File: config.mk
export PLATFORM = sky130hd
export DESIGN_NAME = multi_key_debouncer
export DESIGN_NICKNAME = d
export VERILOG_FILES = /design/src/rtl/multi_key_debouncer.sv
export SDC_FILE = /design/constraint.sdc
export NUM_CORES = 1
export LEC_CHECK = 0
export CAP_MARGIN = 20
export CORE_ASPECT_RATIO = 1.4
export CORE_MARGIN = 1
export CORE_UTILIZATION = 40
export CTS_CLUSTER_DIAMETER = 40
export CTS_CLUSTER_SIZE = 12
export DETAILED_ROUTE_END_ITERATION = 7
export HOLD_SLACK_MARGIN = 0.08
export MAX_ROUTING_LAYER = met4
export PLACE_DENSITY_LB_ADDON = 0.05
export SYNTH_ARGS = -nofsm -noshare
export SYNTH_HDL_FRONTEND = slang
export SYNTH_SLANG_ARGS = --single-unit
File: constraint.sdc
create_clock -name clk -period 6.65 [get_ports clk]
set_clock_uncertainty 0.15 [all_clocks]
set_input_delay 1.33 -clock clk [delete_from_list [all_inputs] [get_ports clk]]
set_output_delay 1.33 -clock clk [all_outputs]
set_load 0.005 [all_outputs]
File: src/rtl/multi_key_debouncer.sv
// multi_key_debouncer
//   N-channel push-button conditioner. Each channel has a 2-FF synchroniser,
//   a counter-based debouncer, a RELEASED/PRESSED/HELD state machine that
//   produces press/release/long-press/auto-repeat pulses, and a modulo-CNT_M
//   event counter advanced by press and repeat events. Single clock domain.
//
// Ports
//   clk           in   system clock
//   rst           in   synchronous active-high reset
//   en            in   event enable (0: pulses forced low, counters hold)
//   key_in        in   [N_CH]        raw asynchronous key inputs
//   key_level     out  [N_CH]        debounced level, 1 = pressed
//   press_pulse   out  [N_CH]        1-cycle pulse on accepted press
//   release_pulse out  [N_CH]        1-cycle pulse on accepted release
//   long_pulse    out  [N_CH]        1-cycle pulse when the hold reaches LONG_CYCLES
//   repeat_pulse  out  [N_CH]        1-cycle pulse every REPEAT_CYCLES while held
//   count         out  [N_CH*CNT_W]  per-channel event counter, ch i at [i*CNT_W +: CNT_W]
`timescale 1ns/1ps
module multi_key_debouncer #(
    parameter int unsigned N_CH          = 4,
    parameter int unsigned DEB_CYCLES    = 1_000_000,
    parameter int unsigned LONG_CYCLES   = 50_000_000,
    parameter int unsigned REPEAT_CYCLES = 10_000_000,
    parameter bit          ACTIVE_LOW    = 1'b1,
    parameter int unsigned CNT_M         = 15,
    parameter int unsigned CNT_W         = 8
) (
    input  logic                    clk,
    input  logic                    rst,
    input  logic                    en,
    input  logic [N_CH-1:0]         key_in,
    output logic [N_CH-1:0]         key_level,
    output logic [N_CH-1:0]         press_pulse,
    output logic [N_CH-1:0]         release_pulse,
    output logic [N_CH-1:0]         long_pulse,
    output logic [N_CH-1:0]         repeat_pulse,
    output logic [N_CH*CNT_W-1:0]   count
);

    // Debounce counter only needs to reach DEB_CYCLES-1.
    localparam int unsigned DW    = (DEB_CYCLES > 1) ? $clog2(DEB_CYCLES) : 1;
    // One timer serves as hold timer (PRESSED) and repeat timer (HELD).
    localparam int unsigned T_MAX = (LONG_CYCLES > REPEAT_CYCLES) ? LONG_CYCLES : REPEAT_CYCLES;
    localparam int unsigned TW    = $clog2(T_MAX);
    localparam int unsigned REP_LAST = (REPEAT_CYCLES > 0) ? REPEAT_CYCLES - 1 : 0;

    localparam logic [DW-1:0]    DEB_LAST  = DW'(DEB_CYCLES - 1);
    localparam logic [TW-1:0]    LONG_LAST = TW'(LONG_CYCLES - 1);
    localparam logic [TW-1:0]    RPT_LAST  = TW'(REP_LAST);
    localparam logic [CNT_W-1:0] CNT_LAST  = CNT_W'(CNT_M - 1);

    if (CNT_M > (1 << CNT_W)) begin : g_bad_cnt_m
        $error("multi_key_debouncer: CNT_M exceeds 2**CNT_W");
    end
    if (DEB_CYCLES < 1) begin : g_bad_deb
        $error("multi_key_debouncer: DEB_CYCLES must be >= 1");
    end
    if (LONG_CYCLES <= DEB_CYCLES) begin : g_bad_long
        $error("multi_key_debouncer: LONG_CYCLES must exceed DEB_CYCLES");
    end

    typedef enum logic [1:0] {
        ST_RELEASED,
        ST_PRESSED,
        ST_HELD
    } state_t;

    logic [N_CH-1:0]  r_sync1, r_sync2, r_level;
    logic [N_CH-1:0]  r_press, r_release, r_long, r_repeat;
    logic [DW-1:0]    r_deb_cnt [N_CH];
    logic [TW-1:0]    r_tmr     [N_CH];
    logic [CNT_W-1:0] r_count   [N_CH];
    state_t           r_state   [N_CH];

    logic [N_CH-1:0]  w_p, w_rise, w_fall;
    logic [N_CH-1:0]  w_press, w_release, w_long, w_repeat;
    logic [TW-1:0]    w_tmr_nxt   [N_CH];
    state_t           w_state_nxt [N_CH];

    // Normalised sample and accepted level changes (the edge that toggles r_level).
    always_comb begin
        w_p    = ACTIVE_LOW ? ~r_sync2 : r_sync2;
        w_rise = '0;
        w_fall = '0;
        for (int unsigned i = 0; i < N_CH; i++) begin
            if ((w_p[i] != r_level[i]) && (r_deb_cnt[i] == DEB_LAST)) begin
                w_rise[i] = w_p[i];
                w_fall[i] = ~w_p[i];
            end
        end
    end

    // Per-channel FSM next state, timer and raw (pre-enable) events.
    always_comb begin
        w_press   = '0;
        w_release = '0;
        w_long    = '0;
        w_repeat  = '0;
        for (int unsigned i = 0; i < N_CH; i++) begin
            w_state_nxt[i] = r_state[i];
            w_tmr_nxt[i]   = r_tmr[i];
            case (r_state[i])
                ST_RELEASED: begin
                    if (w_rise[i]) begin
                        w_state_nxt[i] = ST_PRESSED;
                        w_tmr_nxt[i]   = '0;
                        w_press[i]     = 1'b1;
                    end
                end
                ST_PRESSED: begin
                    if (w_fall[i]) begin
                        w_state_nxt[i] = ST_RELEASED;
                        w_tmr_nxt[i]   = '0;
                        w_release[i]   = 1'b1;
                    end else if (r_tmr[i] == LONG_LAST) begin
                        w_state_nxt[i] = ST_HELD;
                        w_tmr_nxt[i]   = '0;
                        w_long[i]      = 1'b1;
                    end else begin
                        w_tmr_nxt[i]   = r_tmr[i] + 1'b1;
                    end
                end
                ST_HELD: begin
                    if (w_fall[i]) begin
                        w_state_nxt[i] = ST_RELEASED;
                        w_tmr_nxt[i]   = '0;
                        w_release[i]   = 1'b1;
                    end else if (REPEAT_CYCLES > 0) begin
                        if (r_tmr[i] == RPT_LAST) begin
                            w_tmr_nxt[i] = '0;
                            w_repeat[i]  = 1'b1;
                        end else begin
                            w_tmr_nxt[i] = r_tmr[i] + 1'b1;
                        end
                    end
                end
                default: begin
                    w_state_nxt[i] = ST_RELEASED;
                    w_tmr_nxt[i]   = '0;
                end
            endcase
        end
    end

    always_ff @(posedge clk) begin
        if (rst) begin
            r_sync1   <= {N_CH{ACTIVE_LOW}};
            r_sync2   <= {N_CH{ACTIVE_LOW}};
            r_level   <= '0;
            r_press   <= '0;
            r_release <= '0;
            r_long    <= '0;
            r_repeat  <= '0;
            for (int unsigned i = 0; i < N_CH; i++) begin
                r_deb_cnt[i] <= '0;
                r_tmr[i]     <= '0;
                r_count[i]   <= '0;
                r_state[i]   <= ST_RELEASED;
            end
        end else begin
            r_sync1   <= key_in;
            r_sync2   <= r_sync1;
            r_press   <= w_press   & {N_CH{en}};
            r_release <= w_release & {N_CH{en}};
            r_long    <= w_long    & {N_CH{en}};
            r_repeat  <= w_repeat  & {N_CH{en}};
            for (int unsigned i = 0; i < N_CH; i++) begin
                if (w_p[i] == r_level[i]) begin
                    r_deb_cnt[i] <= '0;
                end else if (r_deb_cnt[i] == DEB_LAST) begin
                    r_deb_cnt[i] <= '0;
                    r_level[i]   <= w_p[i];
                end else begin
                    r_deb_cnt[i] <= r_deb_cnt[i] + 1'b1;
                end
                r_state[i] <= w_state_nxt[i];
                r_tmr[i]   <= w_tmr_nxt[i];
                // Press and repeat are mutually exclusive, so at most one step per cycle.
                if (en && (w_press[i] || w_repeat[i])) begin
                    r_count[i] <= (r_count[i] == CNT_LAST) ? '0 : r_count[i] + 1'b1;
                end
            end
        end
    end

    always_comb begin
        count = '0;
        for (int unsigned i = 0; i < N_CH; i++) begin
            count[i*CNT_W +: CNT_W] = r_count[i];
        end
    end

    assign key_level     = r_level;
    assign press_pulse   = r_press;
    assign release_pulse = r_release;
    assign long_pulse    = r_long;
    assign repeat_pulse  = r_repeat;

endmodule
## Word-level counts from Yosys, hierarchy flattened

Memories as Yosys holds them, arrays and structs flattened.
Index checks and enable logic that the tools add are counted.
Widths: inputs -> output; s select.

- Word-level logic and storage cells: 298
- Memories: 4
- Memory bits (writable): 224
- Output and inout port bits: 52
- Register bits: 28

- Reduce and logical (&&, ||, !) cells: 24
- Equal/unequal tests: 32
- Bitwise logic cells: 37
- Mux-type cells: 179
- Add/subtract/negate cells: 12

Memories:

| memory | depth | bits a word | read ports | clocked after Yosys merged registers in | wr ports | RTL line | source |
|---|---|---|---|---|---|---|---|
| r_tmr | 4 | 26 | 4 | 0 | 4 | 71 | `logic [TW-1:0] r_tmr [N_CH];` |
| r_deb_cnt | 4 | 20 | 4 | 0 | 4 | 70 | `logic [DW-1:0] r_deb_cnt [N_CH];` |
| r_count | 4 | 8 | 4 | 0 | 4 | 72 | `logic [CNT_W-1:0] r_count [N_CH];` |
| r_state | 4 | 2 | 4 | 0 | 4 | 73 | `state_t r_state [N_CH];` |

Operators with widths:

| operator | count |
|---|---|
| $mux 26 | 24 |
| $pmux 26 s3 | 4 |
| $mux 20 | 12 |
| $mux 1 | 107 |
| $add 26x1->26 const B | 4 |
| $eq 26x24->1 const B | 4 |
| $eq 26x26->1 const B | 4 |
| $add 20x1->20 const B | 4 |
| $eq 20x20->1 const B | 4 |
| $mux 8 | 8 |
| $mux 2 | 20 |
| $add 8x1->8 const B | 4 |
| $eq 8x4->1 const B | 4 |
| $or 1x1->1 | 24 |
| $pmux 2 s3 | 4 |
| $and 4x4->4 | 4 |
| $eq 2x1->1 const B | 4 |
| $eq 2x2->1 const B | 4 |
| $logic_and 1x1->1 | 8 |
| $logic_not 2->1 | 4 |
| $not 1->1 | 8 |
| $reduce_and 2->1 | 4 |
| $reduce_or 2->1 | 4 |
| $eq 1x1->1 | 4 |
| 3 further kinds | 9 |

## Longest topological paths before layout

Gate-level depths: netlist of the first run.

- Depth after elaboration: 12
- Mapped depth: 10

## Least setup slack after synthesis of the first run

No wires, ideal clock.

- Path type: reg2reg
- Start: mem r_deb_cnt[0][0] (netlist name)
- End: mem r_tmr[0][11] (netlist name)
- Arrival: 2519 ps
- Cell stages (with the launch flop): 9
- Slack: 3907 ps
- Data required time: 6426 ps
- Path buffers: 1
- Cells stage by stage: edfxtp_1 -> ha_1 -> nand3_2 -> or4_1 -> buf_2 -> o31a_1 -> a211o_4 -> or4_1 -> a31oi_1

RTL lines:

| what | RTL line |
|---|---|
| start: declaration | 70 |
| end: declaration | 71 |

==> flow_summary.json, run 1 <==
{
  "status": "finished clean",
  "cp_num_buf_inv": 1,
  "relSlewSlack": 0.359,
  "required_ns": 6.95,
  "hold_violations": 0,
  "cts-root-buf": "clkbuf_16",
  "dp_hpwl_um": 22100,
  "min_from": "r_sync1[2]",
  "worstHoldPathType": "register to register",
  "num_rows": 79,
  "dieWidth_um": 158,
  "multi_input_area_um2": 7300,
  "synth-seq-area-share": 0.455,
  "fmax_mhz": 312,
  "synth_area_leaders": "edfxtp_1 (25%), dfxtp_1 (21%), nand3_1 (6.1%)",
  "synth_area_um2": 13600,
  "drc_errors": 0,
  "portBuffers": 58,
  "synthToLayoutAreaGrowth_pct": 20.6,
  "grt_pass1_wl_um": 55400,
  "ios": 59,
  "grt_max_degree": 73,
  "chipHeight_um": 220,
  "viasPerCell": 5.42,
  "synth_edf_count": 112,
  "ys_types": 69,
  "crit_path_start_kind": "register",
  "rrSetupSlack_ns": 3.44,
  "grt_usage": 0.202,
  "setup_violations": 0,
  "r2r_cells": 8,
  "worstSetupStartpoint": "r_deb_cnt[0][0]",
  "fin_crit_sh": 0.482,
  "cts_buffers": 42,
  "first_pass_iters": 4,
  "clock-sinks": 252,
  "layout_common_cells": "nand2_1 (211), nor2_1 (189), nand3_1 (164)",
  "clkTransAtPathRegs_ns": 0.05,
  "die-area_um2": 34600,
  "final_antenna_net_count": 0,
  "wl_um": 33200,
  "drive_gt1_frac": 0.0762,
  "path_depth": 8,
  "grt_pass1_vias": 11200,
  "seq_area_um2": 6170,
  "synth.top_cell.area_share": 0.248,
  "postCtsHoldBufs": 0,
  "path_delay_family": "simple AND/OR/NAND/NOR gates",
  "yosysWarnings": 0,
  "n_antenna_cell": 0,
  "core_um2": 33300,
  "ctsResizeCount": 0,
  "detail_route.wl_per_cell_um": 15.3,
  "layout_commonest_cell": "nand2_1",
  "vias": 11700,
  "synth_top_area_cell": "edfxtp_1",
  "slowest_stage": "or4_1",
  "worstHoldPathCells": 1,
  "cp_cell_sequence": "ha_1 > nand3_2 > or4_1 > o31a_1 > buf_4 > a211o_4 > or4_1 > a31oi_1",
  "ctsHtreeMaxLevel": 2,
  "cts_setup_buffers": 0,
  "start_util": 0.407,
  "clk_path_buf_depth": 3,
  "finalNetCount": 1721,
  "finalSetupTns_ns": 0,
  "crit_fanout": 30,
  "synthArstFlopShare": 0,
  "tightest_slew_ns": 0.948,
  "cts_tree": "yes",
  "p_leak_uw": 0.00535,
  "cap_violations": 0,
  "gp_congestion": 0.804,
  "fill_cells": 3250,
  "rsz0062_at_grt": "no",
  "drv_slew": 0,
  "whs_endpoint": "r_sync2[2]",
  "antenna_found_initial": 0,
  "drt_iter0_drc": 711,
  "finalCriticalPeriod_ns": 3.21,
  "overflow": 0,
  "syn_inst": 1558,
  "synth_ff_type": "dfxtp_1",
  "crit_path_end_kind": "register",
  "reg2reg_from": "r_deb_cnt[0][0]",
  "final_core_util": 0.491,
  "ir_worst_vdd_uv": 211,
  "path_class": "register to register",
  "max_stage_delay_ns": 0.67,
  "synth.avg_cell_area_um2": 8.70,
  "worst_ep_arrival_time_ns": 3.50,
  "clkLatencyLatePin_ns": 0.53,
  "worstReg2RegEnd": "r_tmr[0][11]",
  "power_per_cell_area_nw_per_um2": 254,
  "cp_common_cell": "or4_1",
  "synth-seq-cells": 252
}
==> routing by layer <==
| metal | vias up | share of wire | global-route usage |
|---|---|---|---|
| li1 | 5898 | - | - |
| met1 | 5588 | 0.44 | 0.236 |
| met2 | 185 | 0.49 | 0.345 |
| met3 | 69 | 0.038 | 0.0362 |
| met4 | 0 | 0.029 | 0.0706 |
| met5 | - | 0 | - |
==> registers in the layout, summed over array words and instances, names as in the netlist <==
name	count
r_sync2	4
repeat_pulse	4
r_deb_cnt	80
r_count	32
release_pulse	4
r_sync1	4
r_tmr	104
long_pulse	4
r_state	8
press_pulse	4
key_level	4
==> worst reg2reg max path, cell delays in order (launching register included) <==
cell and delay, ns:
edfxtp_1 0.38, ha_1 0.21, nand3_2 0.11, or4_1 0.67, o31a_1 0.32, buf_4 0.23
a211o_4 0.40, or4_1 0.49, a31oi_1 0.16
==> how the worst max path moves through the flow <==
stage                        to  slack, ns
3_5_place_dp   r_deb_cnt[1][10]       2.95
6_report           r_tmr[0][11]       3.44
5_1_grt             r_tmr[2][8]       3.27
4_1_cts            r_tmr[0][11]       3.40
3_3_place_gp   r_deb_cnt[1][13]       3.01
2_1_floorplan      r_tmr[0][11]       3.91
==> synth_stat cells (all sizes together), types with 15 or more instances <==
| library cell | instances |
|---|---|
| xnor2 | 33 |
| a21oi | 28 |
| nor2 | 189 |
| o21ai | 26 |
| clkbuf | 62 |
| o211ai | 15 |
| a31oi | 74 |
| edfxtp | 112 |
| or2 | 25 |
| or3 | 31 |
| nor3 | 39 |
| nor4 | 21 |
| xor2 | 62 |
| nand2 | 211 |
| and4 | 17 |
| and3 | 29 |
| inv | 36 |
| nand3 | 165 |
| nand4 | 60 |
| ha | 28 |
| dfxtp | 140 |
==> where the power goes <==
part / internal, uW / leakage [uW] / switching (uW)
sequential: 1650 / 0.00228 / 35.4
clock: 1500 / 0.000732 / 811
combinational: 55.4 / 0.00233 / 99.3
==> kinds of logic after synthesis <==
| family | synth area share |
|---|---|
| other | 0.000277 |
| xor gates and xnor gates | 0.0614 |
| and+or+nand+nor | 0.318 |
| DFF | 0.455 |
| adders and majority gates | 0.0258 |
| AOI/OAI and AO/OA | 0.105 |
| muxes | 0.00369 |
| buffers and inverters | 0.0306 |
==> metrics by stage <==
stage	std cells	instance area [um^2]	total power, uW	setup slack [ns]	hold slack [ns]
2_1_floorplan	1637	13900	1810	3.91	0.239
3_3_place_gp	2086	14800	1870	3.01	0.241
3_5_place_dp	2087	14900	1870	2.95	0.250
4_1_cts	2165	16400	4210	3.40	0.265
5_1_grt	2165	16400	4300	3.27	0.287
6_report	2165	16400	4150	3.44	0.265
==> final cells by class <==
type                       instances  share of cell area
clock buffer                      51              0.0715
inverter                          36             0.00826
timing repair buffer              74              0.0425
sequential                       252               0.377
clock inverter                    27              0.0200
multi-input combinational       1280               0.447
tap                              445              0.0341
Power figures use the tool's default switching activity.
==> inputs of run 2 (changes only) <==
Clock period 6.65 ns to 3.2 ns, I/O delays scaled along.
==> flow_summary.json, run 2 (same netlist as run 1, synthesis figures left out) <==
{
  "status": "finished clean",
  "postCtsHoldBufs": 0,
  "drt_iter0_drc": 726,
  "setup_violations": 0,
  "ir_worst_vdd_uv": 529,
  "gr-usage-met2": 0.351,
  "viasPerCell": 5.39,
  "chipHeight_um": 220,
  "ctsResizeCount": 0,
  "worstSetupStartpoint": "r_tmr[1][7]",
  "cts_setup_buffers": 0,
  "seq_area_um2": 6170,
  "cap_violations": 0,
  "grt_max_degree": 103,
  "finalNetCount": 1743,
  "crit_path_start_kind": "register",
  "drive_gt1_frac": 0.0897,
  "final_antenna_net_count": 0,
  "clock-sinks": 252,
  "fin_crit_sh": 0.938,
  "reg2reg_from": "r_tmr[1][7]",
  "worst_ep_arrival_time_ns": 3.26,
  "cts_buffers": 41,
  "worstReg2RegEnd": "r_tmr[1][9]",
  "path_delay_family": "simple AND/OR/NAND/NOR gates",
  "use_met1": 0.237,
  "die-area_um2": 34600,
  "relSlewSlack": 0.517,
  "rsz0062_at_grt": "no",
  "cts-root-buf": "clkbuf_16",
  "layout_common_cells": "nand2_1 (211), nor2_1 (189), nand3_1 (164)",
  "clkLatencyLatePin_ns": 0.54,
  "fmax_mhz": 333,
  "min_from": "r_sync1[0]",
  "tightest_slew_ns": 0.718,
  "crit_path_end_kind": "register",
  "crit_fanout": 26,
  "grt_pass1_wl_um": 55500,
  "dp_cells": 2110,
  "rrSetupSlack_ns": 0.20,
  "hold_violations": 0,
  "finalCriticalPeriod_ns": 3.00,
  "first_pass_iters": 4,
  "layout_commonest_cell": "nand2_1",
  "ios": 59,
  "largest_register_ffs": 104,
  "detail_route.wl_per_cell_um": 15.2,
  "num_rows": 79,
  "n_antenna_cell": 0,
  "ctsHtreeMaxLevel": 2,
  "synthToLayoutAreaGrowth_pct": 21.1,
  "fill_cells": 3229,
  "drv_slew": 0,
  "overflow": 0,
  "vias": 11800,
  "grt-busiest-layer": "met2",
  "drc_errors": 0,
  "required_ns": 3.46,
  "path_class": "register to register",
  "multi_input_area_um2": 7300,
  "start_util": 0.407,
  "finalSetupTns_ns": 0,
  "cts_tree": "yes",
  "biggestRegsByFlops": "r_tmr (104), r_deb_cnt (80), r_count (32)",
  "slowest_stage": "or4b_1",
  "p_leak_uw": 0.00541,
  "clkTransAtPathRegs_ns": 0.05,
  "use_met3": 0.0334,
  "fin_cells": 2185,
  "antenna_found_initial": 0,
  "cp_cell_sequence": "or4b_1 > or4_4 > o41ai_2 > a21oi_4 > buf_4 > o211ai_1 > a31oi_1",
  "gp_congestion": 0.801,
  "wl_um": 33300,
  "core_um2": 33300,
  "worstHoldPathCells": 1,
  "r2r_cells": 7,
  "cp_num_buf_inv": 1,
  "grt_pass1_vias": 11300,
  "grt_usage": 0.204,
  "top_register": "r_tmr",
  "dieWidth_um": 158,
  "power_per_cell_area_nw_per_um2": 501,
  "whs_endpoint": "r_sync2[0]",
  "dp_hpwl_um": 22900,
  "max_stage_delay_ns": 0.56,
  "portBuffers": 58,
  "clk_path_buf_depth": 3,
  "worstHoldPathType": "register to register"
}
-- run 2: final cells by class --
| type | count | share of cell area |
|---|---|---|
| Multi-Input combinational cell | 1280 | 0.445 |
| Sequential cell | 252 | 0.376 |
| Clock buffer | 50 | 0.0709 |
| Timing Repair Buffer | 97 | 0.0538 |
| Tap cell | 445 | 0.0339 |
| Clock inverter | 25 | 0.0130 |
| Inverter | 36 | 0.00823 |
-- run 2: worst max path at each step --
| stage | endpoint | slack, ns | depth (start not counted) |
|---|---|---|---|
| after floorplan | r_tmr[0][11] | 0.46 | 8 |
| after global placement | r_tmr[0][11] | 0.27 | 7 |
| after detailed placement | r_tmr[0][11] | 0.19 | 7 |
| after CTS | r_tmr[0][11] | 0.20 | 7 |
| after global routing | r_count[0][5] | 0.04 | 6 |
| final | r_tmr[1][9] | 0.20 | 7 |
-- run 2: stage by stage --
stage	setup WS (ns)	util	power (uW)	hold slack [ns]	area (um^2)
after floorplan	0.457	-	3760	0.239	13900
after global placement	0.266	0.452	3900	0.248	15000
after detailed placement	0.194	0.452	3900	0.247	15000
after CTS	0.201	0.493	8390	0.254	16400
after global routing	0.0376	0.493	8560	0.267	16400
final	0.199	0.493	8230	0.251	16400
-- run 2: worst register-to-register path, delay by kind of cell (launching register included) --
| family | cells | cell delay [ns] |
|---|---|---|
| and+or+nand+nor | 2 | 1.09 |
| buffers and inverters | 1 | 0.27 |
| AOI/OAI and AO/OA | 4 | 1.00 |
| DFF | 1 | 0.36 |
-- run 2: per-layer routing --
| metal | wire length, um | up-vias |
|---|---|---|
| met5 | 0 | - |
| met4 | 986 | 0 |
| met3 | 1300 | 67 |
| met2 | 16400 | 209 |
| met1 | 14600 | 5535 |
| li1 | - | 5957 |
-- run 2: where the power goes --
group          internal, uW  total [uW]  switching [uW]
clock network          2720        4390            1670
registers              3430        3500            74.1
logic                   124         336             211
==> inputs of run 3 (changes only) <==
Settings changed: SETUP_SLACK_MARGIN set to 0.05.
Clock period 3.2 ns to 3.5 ns, I/O delays scaled along.
==> flow_summary.json, run 3 (same netlist as run 1, synthesis figures left out) <==
{
  "cap_violations": 0,
  "worst_ep_arrival_time_ns": 3.29,
  "worstHoldPathType": "register to register",
  "core_um2": 33300,
  "crit_path_end_kind": "register",
  "finalCriticalPeriod_ns": 3.06,
  "start_util": 0.407,
  "layout_common_cells": "nand2_1 (211), nor2_1 (189), nand3_1 (164)",
  "required_ns": 3.72,
  "fin_crit_sh": 0.876,
  "worstSetupStartpoint": "r_deb_cnt[1][0]",
  "antenna_found_initial": 0,
  "reg2reg_from": "r_deb_cnt[1][0]",
  "grt_max_degree": 40,
  "path_class": "register to register",
  "crit_path_start_kind": "register",
  "first_pass_iters": 5,
  "p_leak_uw": 0.00535,
  "worstReg2RegEnd": "r_count[1][7]",
  "grt_pass1_wl_um": 55200,
  "vias": 11700,
  "clock-sinks": 252,
  "max_stage_delay_ns": 0.64,
  "ios": 59,
  "status": "finished clean",
  "cts_setup_buffers": 0,
  "slowest_stage": "or4b_1",
  "setup_violations": 0,
  "r2r_cells": 7,
  "final_antenna_net_count": 0,
  "postCtsHoldBufs": 0,
  "viasPerCell": 5.41,
  "fmax_mhz": 326,
  "wl_um": 33700,
  "synthToLayoutAreaGrowth_pct": 20.6,
  "layout_commonest_cell": "nand2_1",
  "whs_ns": 0.257,
  "tightest_slew_ns": 0.844,
  "gp_congestion": 0.818,
  "die-area_um2": 34600,
  "clkTransAtPathRegs_ns": 0.05,
  "biggestRegsByFlops": "r_tmr (104), r_deb_cnt (80), r_count (32)",
  "hold_violations": 0,
  "relSlewSlack": 0.432,
  "ir_worst_vdd_uv": 367,
  "top_register": "r_tmr",
  "num_rows": 79,
  "crit_fanout": 8,
  "rrSetupSlack_ns": 0.44,
  "dp_hpwl_um": 23100,
  "ctsHtreeMaxLevel": 2,
  "crit_end": "r_count[1][7]",
  "chipHeight_um": 220,
  "dp_cells": 2098,
  "ctsResizeCount": 0,
  "power_per_cell_area_nw_per_um2": 470,
  "final_core_util": 0.491,
  "drt_iter0_drc": 645,
  "cts_buffers": 40,
  "n_antenna_cell": 0,
  "largest_register_ffs": 104,
  "rsz0062_at_grt": "no",
  "cts-root-buf": "clkbuf_16",
  "overflow": 0,
  "grt_usage": 0.204,
  "finalNetCount": 1730,
  "drive_gt1_frac": 0.0811,
  "cts_tree": "yes",
  "cp_cell_sequence": "ha_1 > and4_1 > nand4_1 > or2_2 > or4b_1 > a211o_1 > a21oi_1",
  "portBuffers": 58,
  "dieWidth_um": 158,
  "finalSetupTns_ns": 0,
  "drv_slew": 0,
  "drc_errors": 0,
  "grt_pass1_vias": 11100,
  "fin_cells": 2172,
  "detail_route.wl_per_cell_um": 15.5,
  "clkLatencyLatePin_ns": 0.54,
  "clk_path_buf_depth": 3
}
[run 3: how the worst min path moves through the flow]
stage	to	slack, ns	from	cells past startpoint
finish	r_sync2[2]	0.26	r_sync1[2]	1
global route	r_state[3][1]	0.28	rst	2
CTS	r_sync2[2]	0.26	r_sync1[2]	1
detailed placement	r_sync2[2]	0.24	r_sync1[2]	1
global placement	r_sync2[2]	0.25	r_sync1[2]	1
floorplan	r_sync2[0]	0.24	r_sync1[0]	1
[run 3: power breakdown]
part / internal [uW] / leakage (uW) / total [uW] / switching, uW
registers: 3130 / 0.00228 / 3200 / 69.5
clock network: 2700 / 0.000684 / 4180 / 1490
logic: 111 / 0.00238 / 305 / 194
total: 5940 / 0.00535 / 7690 / 1750
[run 3: cell type report]
type	instances	area [um^2]
flip-flops and latches	252	6170
repair buffers	85	793
well taps	445	557
clock inverters	29	355
inverters	36	135
clock buffers	45	1050
multi-input cells	1280	7300
fillers	3247	17000
[run 3: per-layer routing]
metal	GRT usage	share of wire
met2	0.342	0.49
met1	0.243	0.45
met3	0.0342	0.037
met4	0.0767	0.029
met5	-	0
[run 3: per-stage QoR]
step / instance area (um^2) / power [uW] / setup WS (ns)
final: 16400 / 7690 / 0.436
after global routing: 16400 / 7980 / 0.268
after CTS: 16400 / 7800 / 0.448
after detailed placement: 15000 / 3570 / 0.503
after global placement: 15000 / 3570 / 0.542
after floorplan: 13900 / 3440 / 0.757
[run 3: worst max-delay path, delay by kind of cell (launching register included)]
family                   cells  cell delay [ns]
AND/OR/NAND/NOR              4             1.53
AO/OA/AOI/OAI                2             0.65
flip-flops                   1             0.38
adder cells (fa/ha/maj)      1             0.21
